File: src/rtl/ram_arbiter.sv
// ram_arbiter: two-requester arbiter in front of a single-port byte-addressed RAM.
// Each requester presents valid/addr/wdata/we/lock; at most one is granted per
// cycle. A granted requester may lock the port for following beats. Reads get
// their response one cycle later, routed back by a registered owner tag;
// misaligned word/halfword requests are accepted but answered with an err pulse.
// Optional feature macro: RAM_ARBITER_RR_EN -- round-robin priority between the
// two requesters when both are valid and the port is unlocked (otherwise m0
// always wins).
module ram_arbiter #(
  parameter int SCALE = 10
) (
  input  logic             clk,
  input  logic             rst,

  input  logic             m0_valid,
  output logic             m0_ready,
  input  logic [SCALE-1:0] m0_addr,
  input  logic [31:0]      m0_wdata,
  input  logic [3:0]       m0_we,
  input  logic             m0_lock,
  output logic             m0_rvalid,
  output logic [31:0]      m0_rdata,
  output logic             m0_err,

  input  logic             m1_valid,
  output logic             m1_ready,
  input  logic [SCALE-1:0] m1_addr,
  input  logic [31:0]      m1_wdata,
  input  logic [3:0]       m1_we,
  input  logic             m1_lock,
  output logic             m1_rvalid,
  output logic [31:0]      m1_rdata,
  output logic             m1_err,

  output logic             ram_oe,
  output logic [SCALE-1:0] ram_addr,
  output logic [31:0]      ram_wdata,
  output logic [3:0]       ram_we,
  input  logic [31:0]      ram_rdata,

  output logic [15:0]      grant_cnt
);

  typedef enum logic [1:0] {
    FREE  = 2'd0,
    LOCK0 = 2'd1,
    LOCK1 = 2'd2
  } lock_state_t;

  lock_state_t state, state_next;

  logic gnt0, gnt1, any_gnt;
  logic [SCALE-1:0] sel_addr;
  logic [31:0]      sel_wdata;
  logic [3:0]       sel_we;
  logic             sel_mis;

  // Response bookkeeping: which requester gets the read data / error next cycle.
  logic rd_pend0, rd_pend1;
  logic err_pend0, err_pend1;

  // Halfword at byte 3 straddles the word; a full word must be word-aligned.
  function automatic logic is_misaligned(input logic [3:0] we, input logic [1:0] lsb);
    return ((we == 4'b0011) && (lsb == 2'd3)) || ((we == 4'b1111) && (lsb != 2'd0));
  endfunction

`ifdef RAM_ARBITER_RR_EN
  // 0: m0 has priority on the next contended cycle, 1: m1 has priority.
  logic ptr;
`endif

  // Grant decision: lock owner first, then single requester, then priority.
  always_comb begin
    // NOTE: every combinational output gets a default first, so no path leaves
    // it unassigned and no latch is inferred.
    gnt0 = 1'b0;
    gnt1 = 1'b0;
    if (rst) begin
      case (state)
        LOCK0:   gnt0 = m0_valid;
        LOCK1:   gnt1 = m1_valid;
        default: begin
          if (m0_valid && m1_valid) begin
`ifdef RAM_ARBITER_RR_EN
            gnt0 = ~ptr;
            gnt1 = ptr;
`else
            gnt0 = 1'b1;
`endif
          end else begin
            gnt0 = m0_valid;
            gnt1 = m1_valid;
          end
        end
      endcase
    end
  end

  assign any_gnt  = gnt0 | gnt1;
  assign m0_ready = gnt0;
  assign m1_ready = gnt1;

  // Route the granted request onto the RAM port; misaligned beats never reach it.
  always_comb begin
    sel_addr  = gnt1 ? m1_addr  : m0_addr;
    sel_wdata = gnt1 ? m1_wdata : m0_wdata;
    sel_we    = gnt1 ? m1_we    : m0_we;
    sel_mis   = is_misaligned(sel_we, sel_addr[1:0]);
    ram_oe    = any_gnt && !sel_mis;
    ram_addr  = ram_oe ? sel_addr  : '0;
    ram_wdata = ram_oe ? sel_wdata : '0;
    ram_we    = ram_oe ? sel_we    : '0;
  end

  // Lock FSM next state: enter on a locked grant, leave on an unlocked grant
  // or when the owner goes idle with lock dropped.
  always_comb begin
    state_next = state;
    case (state)
      FREE: begin
        if (gnt0 && m0_lock)      state_next = LOCK0;
        else if (gnt1 && m1_lock) state_next = LOCK1;
      end
      LOCK0: begin
        if ((gnt0 && !m0_lock) || (!m0_valid && !m0_lock)) state_next = FREE;
      end
      LOCK1: begin
        if ((gnt1 && !m1_lock) || (!m1_valid && !m1_lock)) state_next = FREE;
      end
      default: state_next = FREE;
    endcase
  end

  // State, priority pointer, response tags and grant counter.
  always_ff @(posedge clk) begin
    // NOTE: sequential state uses non-blocking assignments so every register
    // samples the pre-edge values regardless of statement order.
    if (!rst) begin
      state     <= FREE;
      rd_pend0  <= 1'b0;
      rd_pend1  <= 1'b0;
      err_pend0 <= 1'b0;
      err_pend1 <= 1'b0;
      grant_cnt <= '0;
`ifdef RAM_ARBITER_RR_EN
      ptr       <= 1'b0;
`endif
    end else begin
      state     <= state_next;
      rd_pend0  <= gnt0 && !sel_mis && (sel_we == 4'b0000);
      rd_pend1  <= gnt1 && !sel_mis && (sel_we == 4'b0000);
      err_pend0 <= gnt0 && sel_mis;
      err_pend1 <= gnt1 && sel_mis;
      if (any_gnt) grant_cnt <= grant_cnt + 16'd1;
`ifdef RAM_ARBITER_RR_EN
      if (any_gnt) ptr <= gnt0;
`endif
    end
  end

  // Responses are masked while reset is held so a read issued just before
  // reset never reports back.
  assign m0_rvalid = rd_pend0 & rst;
  assign m1_rvalid = rd_pend1 & rst;
  assign m0_err    = err_pend0 & rst;
  assign m1_err    = err_pend1 & rst;
  assign m0_rdata  = m0_rvalid ? ram_rdata : 32'd0;
  assign m1_rdata  = m1_rvalid ? ram_rdata : 32'd0;

endmodule
File: config.mk
export PLATFORM = sky130hd
export DESIGN_NAME = ram_arbiter
export DESIGN_NICKNAME = d
export VERILOG_FILES = /design/src/rtl/ram_arbiter.sv
export SDC_FILE = /design/constraint.sdc
export NUM_CORES = 1
export LEC_CHECK = 0
export BUFFER_PORTS_ARGS = -buffer_cell sky130_fd_sc_hd__buf_2
export CELL_PAD_IN_SITES_DETAIL_PLACEMENT = 1
export CELL_PAD_IN_SITES_GLOBAL_PLACEMENT = 1
export CORE_MARGIN = 2
export CORE_UTILIZATION = 22
export CTS_CLUSTER_DIAMETER = 200
export DETAILED_ROUTE_END_ITERATION = 12
export GPL_TIMING_DRIVEN = 1
export PLACE_DENSITY_LB_ADDON = 0.1
export RECOVER_POWER = 100
export SKIP_LAST_GASP = 1
export SYNTH_ARGS = -nofsm -noshare
export SYNTH_HDL_FRONTEND = slang
export SYNTH_SLANG_ARGS = --single-unit
File: constraint.sdc
create_clock -name clk -period 3.45 [get_ports clk]
set_clock_uncertainty 0.1 [all_clocks]
set_input_delay 0.345 -clock clk [delete_from_list [all_inputs] [get_ports clk]]
set_output_delay 0.345 -clock clk [all_outputs]
set_load 0.02 [all_outputs]
Word-level counts from Yosys, hierarchy flattened
Index checks and enable logic that the tools add are counted.

word-level totals
  output and inout port bits = 133
  input bits = 130
  logic and storage cells = 67
  register bits = 22

operators by class
  add/sub/neg operators = 1
  bitwise operators = 5
  multiplexer cells = 19
  reductions and logical operators = 28
  equality and inequality tests = 8

operators with widths
  operator                                                         number
  32-bit 2-to-1 mux                                                4
  10-bit 2-to-1 mux                                                2
  16-bit by 1-bit adder with 16-bit output, second input constant  1
  1-bit logical AND                                                16
  2-bit 2-to-1 mux                                                 4
  4-bit 2-to-1 mux                                                 2
  2-bit one-hot mux with 3 select lines                            1
  1-bit logical NOT                                                5
  1-bit bitwise AND                                                4
  2-bit == test, second input constant                             2
  4-bit by 2-bit == test with 1-bit output, second input constant  1
  4-bit == test, second input constant                             1
  4-bit logical NOT                                                1
  1-bit 2-to-1 mux                                                 4
  2-bit != test, second input constant                             2
  1-bit one-hot mux with 2 select lines                            2
  1-bit logical OR                                                 3
  3-bit != test, second input constant                             1
  3-bit AND reduction                                              1
  2-bit by 1-bit == test with 1-bit output, second input constant  1
  2-bit logical NOT                                                1
  2-bit nonzero test                                               1
  1-bit bitwise OR                                                 1

Depth between registers and ports, before layout
Gate-level depths: netlist of the first run.

  depth in word-level cells = 11
  gate-level depth with buffers = 10
  mapped depth without buffers = 7

Least setup slack after synthesis of the first run
No wires, ideal clock.

  path type = reg-to-output
  start point = register state[0]
  end point = output port ram_wdata[10]
  path buffers = 3
  arrival time = 2.117 ns
  path slack = 0.888 ns
  stages on the path, launching flop included = 11
  data required time = 3.005 ns
  path through = dfxtp_1 -> inv_1 -> ha_1 -> nor2b_2 -> or3_1 -> buf_2 -> inv_2 -> buf_4 -> buf_6 -> nand2_1 -> a21oi_1

between the ends
  longest elaborated chain between the ends = 10
  elaborated cells between the ends (all ways) = 20
  classes of those cells = eq/ne (5); mux (8); bitwise (1); reduce/logical (6)

RTL lines
  what                                                                       RTL line  source
  from (decl)                                                                50        lock_state_t state, state_next;
  from (signal assigned)                                                     149       state <= state_next;
  2-bit == test or 2-bit by 1-bit == test with 1-bit output (tied branches)  79        case (state)
  1-bit one-hot mux with 2 select lines                                      79
  1-bit 2-to-1 mux                                                           78        if (rst) begin
  4-bit 2-to-1 mux or 10-bit 2-to-1 mux (tied branches)                      107, 105
  4-bit by 2-bit == test with 1-bit output (tied with other cells)           64        return ((we == 4'b0011) && (lsb == 2'd3)) || ((we == 4'b1111) && (lsb != 2'd0));
  1-bit logical AND                                                          64
  1-bit logical OR                                                           64
  1-bit logical NOT                                                          109       ram_oe = any_gnt && !sel_mis;
  1-bit logical AND                                                          109
  32-bit 2-to-1 mux *                                                        111       ram_wdata = ram_oe ? sel_wdata : '0;
  to (decl)                                                                  37        output logic [31:0] ram_wdata,

Every way passes the cells marked *; elsewhere a longest branch is shown, timed or not.

Worst setup path in the final report of the first run
  start point = register state[0]
  end point = output port ram_wdata[31]

The elaborated chain is that of the path after synthesis.

==> results of run 1 <==
## worst max-delay path by stage
stage	slack, ns	endpoint	from	depth (start not counted)
floorplan	0.89	ram_wdata[10]	state[0]$_SDFFE_PN0P_	10
global route	0.04	ram_wdata[12]	state[0]$_SDFFE_PN0P_	8
CTS	0.16	ram_wdata[12]	state[0]$_SDFFE_PN0P_	9
detailed placement	0.46	ram_wdata[12]	state[0]$_SDFFE_PN0P_	9
global placement	0.58	ram_wdata[31]	state[0]$_SDFFE_PN0P_	8
finish	0.22	ram_wdata[31]	state[0]$_SDFFE_PN0P_	8
## cells by family (layout without fill, tap and decap cells)
family                   after synthesis  in the layout
AND/OR/NAND/NOR                      209            209
AO/OA/AOI/OAI                         90             90
buffers and inverters                 49            284
flip-flops                            22             22
adder cells (fa/ha/maj)                4              4
multiplexers                           2              2
XOR/XNOR                               1              1
## tightest hold or removal path, cell delays in order
cell	delay, ns
buf_2	0.10
nor4_1	0.05
nand2_1	0.08
inv_1	0.04
## per-layer routing
| metal | vias up | track usage (%) |
|---|---|---|
| li1 | 1797 | - |
| met3 | 10 | 4.94 |
| met2 | 160 | 34.8 |
| met5 | - | 0 |
| met1 | 1638 | 20.2 |
| met4 | 0 | 3.48 |
## sequential cells by signal (all words and copies together) (netlist names)
| register | count |
|---|---|
| err_pend1 | 1 |
| err_pend0 | 1 |
| rd_pend1 | 1 |
| state | 2 |
| rd_pend0 | 1 |
| grant_cnt | 16 |
## area by class of cell
type / count / area, um^2
clock buffer: 3 / 41.3
multi-input combinational: 306 / 1710
inverter: 12 / 46.3
sequential: 22 / 440
tap: 140 / 175
timing repair buffer: 269 / 1260
fill: 1490 / 7020
## synth_stat cells (4+ instances only)
library cell  number  area [um^2]
o21a_1             6         45.0
inv_1             11         41.3
buf_2              5         25.0
a21oi_1           53          265
o41ai_1            5         43.8
and3_1            65          407
nand2_1          103          387
buf_6              6         67.6
clkbuf_1          23         86.3
nor4_1             6         37.5
ha_1               4         50.1
o31a_1             5         43.8
nand3_1            7         35.0
and2_1             5         31.3
nor2_1             5         18.8
o311ai_0           4         35.0
dfxtp_1           22          440
## power by group through the flow
stage,Clock (mW),Combinational [mW],Sequential [mW]
after floorplan,0,0.234,0.273
after global placement,0,0.398,0.271
after detailed placement,0,0.404,0.272
after CTS,0.169,0.406,0.266
after global routing,0.180,0.436,0.267
final,0.162,0.395,0.266
## per-stage QoR
stage               utilization (%)  hold WS [ns]  std cells
floorplan                         -         0.415        377
global placement               35.1         0.371        749
detailed placement             35.1         0.385        749
CTS                            35.5         0.302        752
global route                   34.3         0.332        752
finish                         34.3         0.308        752
## repair_timing
action | 4_1_cts | 5_1_grt
endpoints found under the setup margin | 0 | 1
gates resized for setup | 0 | 1
hold endpoints to repair | 0 | 0
==> impl_metrics.yaml, run 1 <==
global_route:
  grt_pass1_vias: 3500
  overflow: 0
  grt_max_degree: 84
  grt_util_all_layers_pct: 18.3
  grt_pass1_wl_um: 17500
  antenna_found_initial: 0
sta:
  max_freq_mhz: 309
  max_slew_margin_pct: -7.30
  fin_crit_ns: 3.23
  rsz0062_at_grt: "no"
  finalSetupViolCount: 0
  setup_tns_ns: 0
  drv_slew: 23
  timing.final.crit_share_pct: 93.7
  tightest_slew_ns: 1.60
  finalHoldViolations: 0
  setup_ws_ns: 0.218
job:
  drv_cap: 1
critical_path:
  cpMaxStageDelayCell: "or3_2"
  cp.buffers_inverters: 3
  rrSetupSlack_ns: 0.49
  critPathLaunchType: "flop"
  required_ns: 3.00
  cp_top_family: "simple AND/OR/NAND/NOR gates"
  slowest_delay_ns: 0.57
  timing.rr.end: "grant_cnt[8]$_SDFFE_PN0P_"
  path_cells: "inv_1, ha_1, nor2b_2, or3_2, o221ai_4, buf_4, a21oi_1, clkbuf_2"
  critical_path.max_fanout: 47
  end_kind: "output port"
  r2r_cells: 6
  reg2reg_from: "state[0]$_SDFFE_PN0P_"
  cp_data_arrival_time_ns: 2.79
  crit_type: "reg -> out"
final_layout:
  final_area_um2: 3670
  diodes: 0
  final_cell_mix: "buf_2, nand2_1, clkbuf_1, and3_1, a21oi_1"
  syn_to_final_growth_pct: 53.9
  drive_gt1_share_pct: 30.7
  layout_commonest_cell: "buf_2"
  nets: 748
synthesis:
  netlist_instances: 377
  synth-main-ff-cell: "dfxtp_1"
  ys_async_sr_fraction_pct: 0
  synth_top_family_by_area: "simple AND/OR/NAND/NOR gates"
  syn_area_per_cell_um2: 6.33
  syn_area_um2: 2390
  synth_mux_area_share_pct: 0.839
  synth_fa_ha_area_share_pct: 2.10
  yosysSeqAreaShare_pct: 18.4
  synth-simple-area-share_pct: 43.8
  yosys_warnings: 0
  synth.distinct_cells: 43
  synth_compound_area_share_pct: 24.3
  syn_nets: 511
  synthXorXnorAreaFrac_pct: 0.367
  ys_seq_elements: 22
  synth_edf_count: 0
min_path:
  min_to: "rd_pend1$_SDFF_PN0_"
  hold_class: "in -> reg"
  min_from: "m1_we[0]"
  hold_depth: 4
clock_network:
  root_buffer: "clkbuf_8"
  cts_buffers: 3
  cts_hold_buf: 0
  cts_tree: "done"
  cts_max_path_buffers: 2
  path_clk_slew_ns: 0.08
  cts_setup_buffers: 0
  insertion_delay_ns: 0.26
  cts_max_level: 1
  cts_sinks: 22
status:
  violations: "max-capacitance violations, max-slew violations"
  status: "finished, violations left"
die:
  die_area_um2: 11700
  die_y_um: 108
  rows: 38
  start_util_pct: 22.3
  die_w_um: 108
  io_pins: 263
  coreArea_um2: 10700
drt:
  drt-pass1-iter-count: 4
  wl_per_cell_um: 15.6
  drc: 0
  vias_per_cell: 4.79
  top_layer: "met4"
  drtIter0Drc: 163
  dr_wl_met2_um: 5870
  route.met3.wl_um: 1070
  vias: 3605
  ant_nets: 0
  wl_met1_um: 4620
  wl_um: 11700
power:
  p_sw_share_pct: 41.6
  p_comb_share_pct: 48.0
  power.total_mw: 0.823
  power.density_nw_per_um2: 224
  leakagePower_nw: 1.95
  ir_worst_vdd_v: 0.000120
  seq_power_share_pct: 32.3
  p_sw_mw: 0.342
  intPower_mw: 0.481
  power_frac_clock_pct: 19.7
placement:
  dp_slack_ns: 0.464
  gp_congestion: 0.838
  placed_cell_area_um2: 3750
  dp_hpwl_um: 9260
  place.port_buffers: 262
Power figures use the tool's default switching activity.
==> run 2, diff against run 1 <==
==> constraint.sdc (replaced) <==
create_clock -name clk -period 3.45 [get_ports clk]
set_clock_uncertainty 0.1 [all_clocks]
set_input_delay 0.345 -clock clk [delete_from_list [all_inputs] [get_ports clk]]
set_output_delay 0.345 -clock clk [all_outputs]
set_load 0.01 [all_outputs]
==> run 2 against run 1 <==
  * The run now ends clean
  * Core utilization shrank 0.23 points
  * Die area is the same
  * Wire length shrank 0.88%
  * Non-clock buffer count is the same
  * Critical path type unchanged
==> impl_metrics.yaml, run 2 (synthesized netlist as in run 1, its figures left out) <==
clock_network:
  post_cts_resized: 0
  insertion_delay_ns: 0.27
  cts_sinks: 22
  cts_setup_buffers: 0
  cts_max_level: 1
  cts_max_path_buffers: 2
  cts_hold_buf: 0
  cts_buffers: 3
  path_clk_slew_ns: 0.08
  root_buffer: "clkbuf_8"
  cts_tree: "done"
sta:
  setup_ws_ns: 0.179
  drv_slew: 0
  max_slew_margin_pct: 27.7
  rsz0062_at_grt: "no"
  fin_crit_ns: 3.27
  finalSetupViolCount: 0
  timing.final.crit_share_pct: 94.8
  max_freq_mhz: 306
  tightest_slew_ns: 1.08
  finalHoldViolations: 0
  setup_tns_ns: 0
global_route:
  overflow: 0
  antenna_found_initial: 1
  grt_pass1_wl_um: 17400
  grt_max_degree: 85
  grt_util_all_layers_pct: 18.2
  grt_pass1_vias: 3482
die:
  rows: 38
  start_util_pct: 22.3
  die_y_um: 108
  coreArea_um2: 10700
  die_area_um2: 11700
  io_pins: 263
  die_w_um: 108
critical_path:
  r2r_cells: 7
  rrSetupSlack_ns: 0.78
  critical_path.max_fanout: 23
  reg2reg_from: "state[0]$_SDFFE_PN0P_"
  crit_type: "reg -> out"
  cp.buffers_inverters: 5
  worst_setup_path_startpoint: "state[0]$_SDFFE_PN0P_"
  slowest_delay_ns: 0.55
  cpMaxStageDelayCell: "or3_2"
  worstSetupEndpoint: "ram_wdata[9]"
  cp_data_arrival_time_ns: 2.83
  path_depth: 10
  timing.rr.end: "grant_cnt[8]$_SDFFE_PN0P_"
  critPathLaunchType: "flop"
  path_cells: "inv_1, ha_1, nor2b_1, or3_2, buf_4, inv_2, buf_4, nand2_1, a21oi_1, clkbuf_2"
  cp_top_family: "buffers and inverters"
  end_kind: "output port"
  cpMostUsedCell: "buf_4"
  required_ns: 3.00
final_layout:
  largest_reg_flops: 16
  reg_top3: "grant_cnt (16), state (2)"
  layout_commonest_cell: "buf_2"
  syn_to_final_growth_pct: 52.8
  final_area_um2: 3650
  drive_gt1_share_pct: 25.1
  fill_cells: 1531
  regMostFlops: "grant_cnt"
  diodes: 0
  final_cell_mix: "buf_2, clkbuf_1, nand2_1, and3_1, a21oi_1"
  nets: 748
  stdcell_count: 753
min_path:
  hold_class: "in -> reg"
drt:
  drtIter0Drc: 197
  ant_nets: 0
  vias: 3612
  wl_um: 11600
  vias_per_cell: 4.80
  wl_per_cell_um: 15.4
  drt-pass1-iter-count: 4
  drc: 0
placement:
  dpl.cell_count: 749
  gp_congestion: 0.816
  dp_hpwl_um: 9280
  placed_cell_area_um2: 3750
  dp_slack_ns: 0.485
  place.port_buffers: 262
status:
  status: "finished clean"
power:
  ir_worst_vdd_v: 0.000119
  power.density_nw_per_um2: 218
  leakagePower_nw: 1.85
  power.total_mw: 0.797
job:
  drv_cap: 0
-- run 2: routing by layer --
layer / GRT usage [%] / share of wire, % / wire length [um]
met3: 5.73 / 9.7 / 1130
met4: 3.57 / 1.3 / 156
met1: 20.6 / 39 / 4540
met2: 33.4 / 50 / 5800
met5: 0 / 0 / 0
-- run 2: final cells by class --
type	instances	area, um^2	area share (%)
clock buffer	4	55.1	1.51
inverter	12	45.0	1.23
multi-input combinational	306	1710	46.9
sequential	22	440	12.1
tap	140	175	4.80
timing repair buffer	269	1220	33.4
-- run 2: worst min-delay path, cell delays in order --
cell and delay (ns):
buf_2 0.10, nor4_1 0.05, nand2_1 0.09, inv_1 0.04
-- run 2: metrics by stage --
stage          util (%)  hold WS (ns)
2_1_floorplan         -         0.394
3_3_place_gp       35.1         0.373
3_5_place_dp       35.1         0.383
4_1_cts            35.6         0.302
5_1_grt            34.1         0.325
6_report           34.1         0.306
-- run 2: where the power goes --
part	internal (mW)	switching, mW	leakage (nW)
clock network	0.102	0.0877	0.0288
logic	0.134	0.207	1.64
registers	0.259	0.00708	0.178
total	0.495	0.302	1.85
-- run 2: worst min path at each step --
stage                                    start                    endpoint  slack, ns  cells after the start
global route                          m1_we[0]         rd_pend1$_SDFF_PN0_       0.32                      4
finish                                m1_we[0]         rd_pend1$_SDFF_PN0_       0.31                      4
floorplan           grant_cnt[10]$_SDFFE_PN0P_  grant_cnt[10]$_SDFFE_PN0P_       0.39                      2
detailed placement   grant_cnt[6]$_SDFFE_PN0P_   grant_cnt[6]$_SDFFE_PN0P_       0.38                      1
global placement    grant_cnt[10]$_SDFFE_PN0P_  grant_cnt[10]$_SDFFE_PN0P_       0.37                      2
CTS                                   m1_we[0]         rd_pend1$_SDFF_PN0_       0.30                      4
==> run 3, diff against run 2 <==
--- a/config.mk
+++ b/config.mk
@@ -5,13 +5,13 @@
 export SDC_FILE = /design/constraint.sdc
 export NUM_CORES = 1
 export LEC_CHECK = 0
-export BUFFER_PORTS_ARGS = -buffer_cell sky130_fd_sc_hd__buf_2
 export CELL_PAD_IN_SITES_DETAIL_PLACEMENT = 1
 export CELL_PAD_IN_SITES_GLOBAL_PLACEMENT = 1
-export CORE_MARGIN = 2
-export CORE_UTILIZATION = 22
+export CORE_AREA = 2 2 103 105
 export CTS_CLUSTER_DIAMETER = 200
 export DETAILED_ROUTE_END_ITERATION = 12
+export DIE_AREA = 0 0 105 107
+export DONT_BUFFER_PORTS = 1
 export GPL_TIMING_DRIVEN = 1
 export PLACE_DENSITY_LB_ADDON = 0.1
 export RECOVER_POWER = 100
==> run 3 against run 2 <==
  * Count of clock-buffer cells in the layout is 1 lower
  * Critical path depth down 1
  * Register-to-register slack better by 0.05 ns
  * Non-clock buffer count fell by 259
  * Worst setup slack improved by 0.068 ns
  * Wire length decreased by 17%
  * Core utilization decreased by 9.3 points
  * Largest power group is now registers
==> impl_metrics.yaml, run 3 (synthesized netlist as in run 1, its figures left out) <==
clock_network:
  cts_hold_buf: 0
  cts_max_level: 1
  cts_buffers: 3
  root_buffer: "clkbuf_8"
  cts_max_path_buffers: 2
  cts_sinks: 22
  post_cts_resized: 0
  path_clk_slew_ns: 0.09
  cts_setup_buffers: 0
  cts_tree: "done"
  insertion_delay_ns: 0.27
critical_path:
  cp_data_arrival_time_ns: 2.76
  required_ns: 3.00
  end_kind: "output port"
  critPathLaunchType: "flop"
  critical_path.max_fanout: 51
  crit_type: "reg -> out"
die:
  die_y_um: 107
  start_util_pct: 23.7
  coreArea_um2: 10100
  die_w_um: 105
  rows: 37
  io_pins: 263
  die_area_um2: 11200
sta:
  timing.final.crit_share_pct: 92.8
  rsz0062_at_grt: "no"
  max_freq_mhz: 312
  setup_tns_ns: 0
  drv_slew: 0
  max_slew_margin_pct: 28.2
  finalSetupViolCount: 0
  tightest_slew_ns: 1.08
  fin_crit_ns: 3.20
  finalHoldViolations: 0
job:
  drv_cap: 0
global_route:
  grt_pass1_vias: 2562
  grt_pass1_wl_um: 13900
  grt_util_all_layers_pct: 15.3
  overflow: 0
  antenna_found_initial: 0
  grt_max_degree: 86
drt:
  vias_per_cell: 5.51
  drt-pass1-iter-count: 4
  ant_nets: 0
  wl_per_cell_um: 19.7
  drc: 0
  wl_um: 9660
  drtIter0Drc: 148
  vias: 2698
power:
  intPower_mw: 0.477
  leakagePower_nw: 1.14
  p_comb_share_pct: 29.0
  power_frac_clock_pct: 34.3
  ir_worst_vdd_v: 0.000199
  p_sw_mw: 0.253
  p_sw_share_pct: 34.7
  seq_power_share_pct: 36.7
  power.total_mw: 0.730
  power.density_nw_per_um2: 291
status:
  status: "finished clean"
final_layout:
  reg_top3: "grant_cnt (16), state (2)"
  nets: 489
  largest_reg_flops: 16
  final-seq-area_um2: 440
  stdcell_count: 490
  syn_to_final_growth_pct: 5.03
  fill_cells: 1300
  drive_gt1_share_pct: 2.82
  layout_commonest_cell: "nand2_1"
  regMostFlops: "grant_cnt"
  final_cell_mix: "nand2_1, and3_1, a21oi_1, dfxtp_1, inv_1"
  diodes: 0
  multi_input_area_um2: 1710
placement:
  dp_hpwl_um: 7640
  gp_congestion: 0.761
  dpl.cell_count: 486
  place.port_buffers: 0
min_path:
  hold_class: "in -> reg"
==> run 3: cell count changes in the layout (fill, tap and decap cells not counted), sizes merged <==
cell,change
buf,-139
bufinv,+1
clkbuf,-121
==> run 3: final timing paths <==
path	from	to	slack (ns)	cells past startpoint
min reg2reg	grant_cnt[1]$_SDFFE_PN0P_	grant_cnt[1]$_SDFFE_PN0P_	0.45	2
max	state[0]$_SDFFE_PN0P_	ram_addr[9]	0.25	9
min	rst	grant_cnt[13]$_SDFFE_PN0P_	0.1	1
max reg2reg	state[0]$_SDFFE_PN0P_	grant_cnt[8]$_SDFFE_PN0P_	0.83	7
==> run 3: power by group through the flow <==
| stage | Combinational [mW] | Clock (mW) | Sequential [mW] |
|---|---|---|---|
| final | 0.212 | 0.250 | 0.268 |
| after global routing | 0.235 | 0.272 | 0.269 |
| after CTS | 0.224 | 0.259 | 0.268 |
| after detailed placement | 0.224 | 0 | 0.274 |
| after global placement | 0.222 | 0 | 0.273 |
| after floorplan | 0.191 | 0 | 0.271 |
==> run 3: final cells by class <==
class	instances	area share, %
Multi-Input combinational cell	306	68.1
Tap cell	136	6.79
Timing Repair Buffer	10	2.94
Sequential cell	22	17.6
Clock buffer	3	1.65
Clock inverter	1	1.20
Inverter	12	1.80
==> run 3: through the flow <==
step	hold WS, ns	utilization (%)	setup slack, ns	area (um^2)
2_1_floorplan	0.394	-	1.03	2390
3_3_place_gp	0.371	24.5	0.545	2470
3_5_place_dp	0.375	24.5	0.488	2470
4_1_cts	0.0820	25.2	0.173	2540
5_1_grt	0.0772	24.8	0.0490	2510
6_report	0.0962	24.8	0.247	2510
==> run 3: critical path: stages, from the launching register on <==
cell	delay, ns
dfxtp_1	0.36
inv_1	0.08
ha_1	0.32
nor2b_1	0.18
or3_2	0.50
buf_4	0.31
o221ai_4	0.27
buf_12	0.24
a21oi_1	0.07
clkbuf_1	0.13
==> run 3: per-layer routing <==
metal	global-route usage [%]	vias to the layer above	part of all wire, %
met3	3.71	10	9.0
met2	28.8	169	51
met5	0	-	0
li1	-	1283	-
met1	17.3	1236	38
met4	3.43	0	1.3
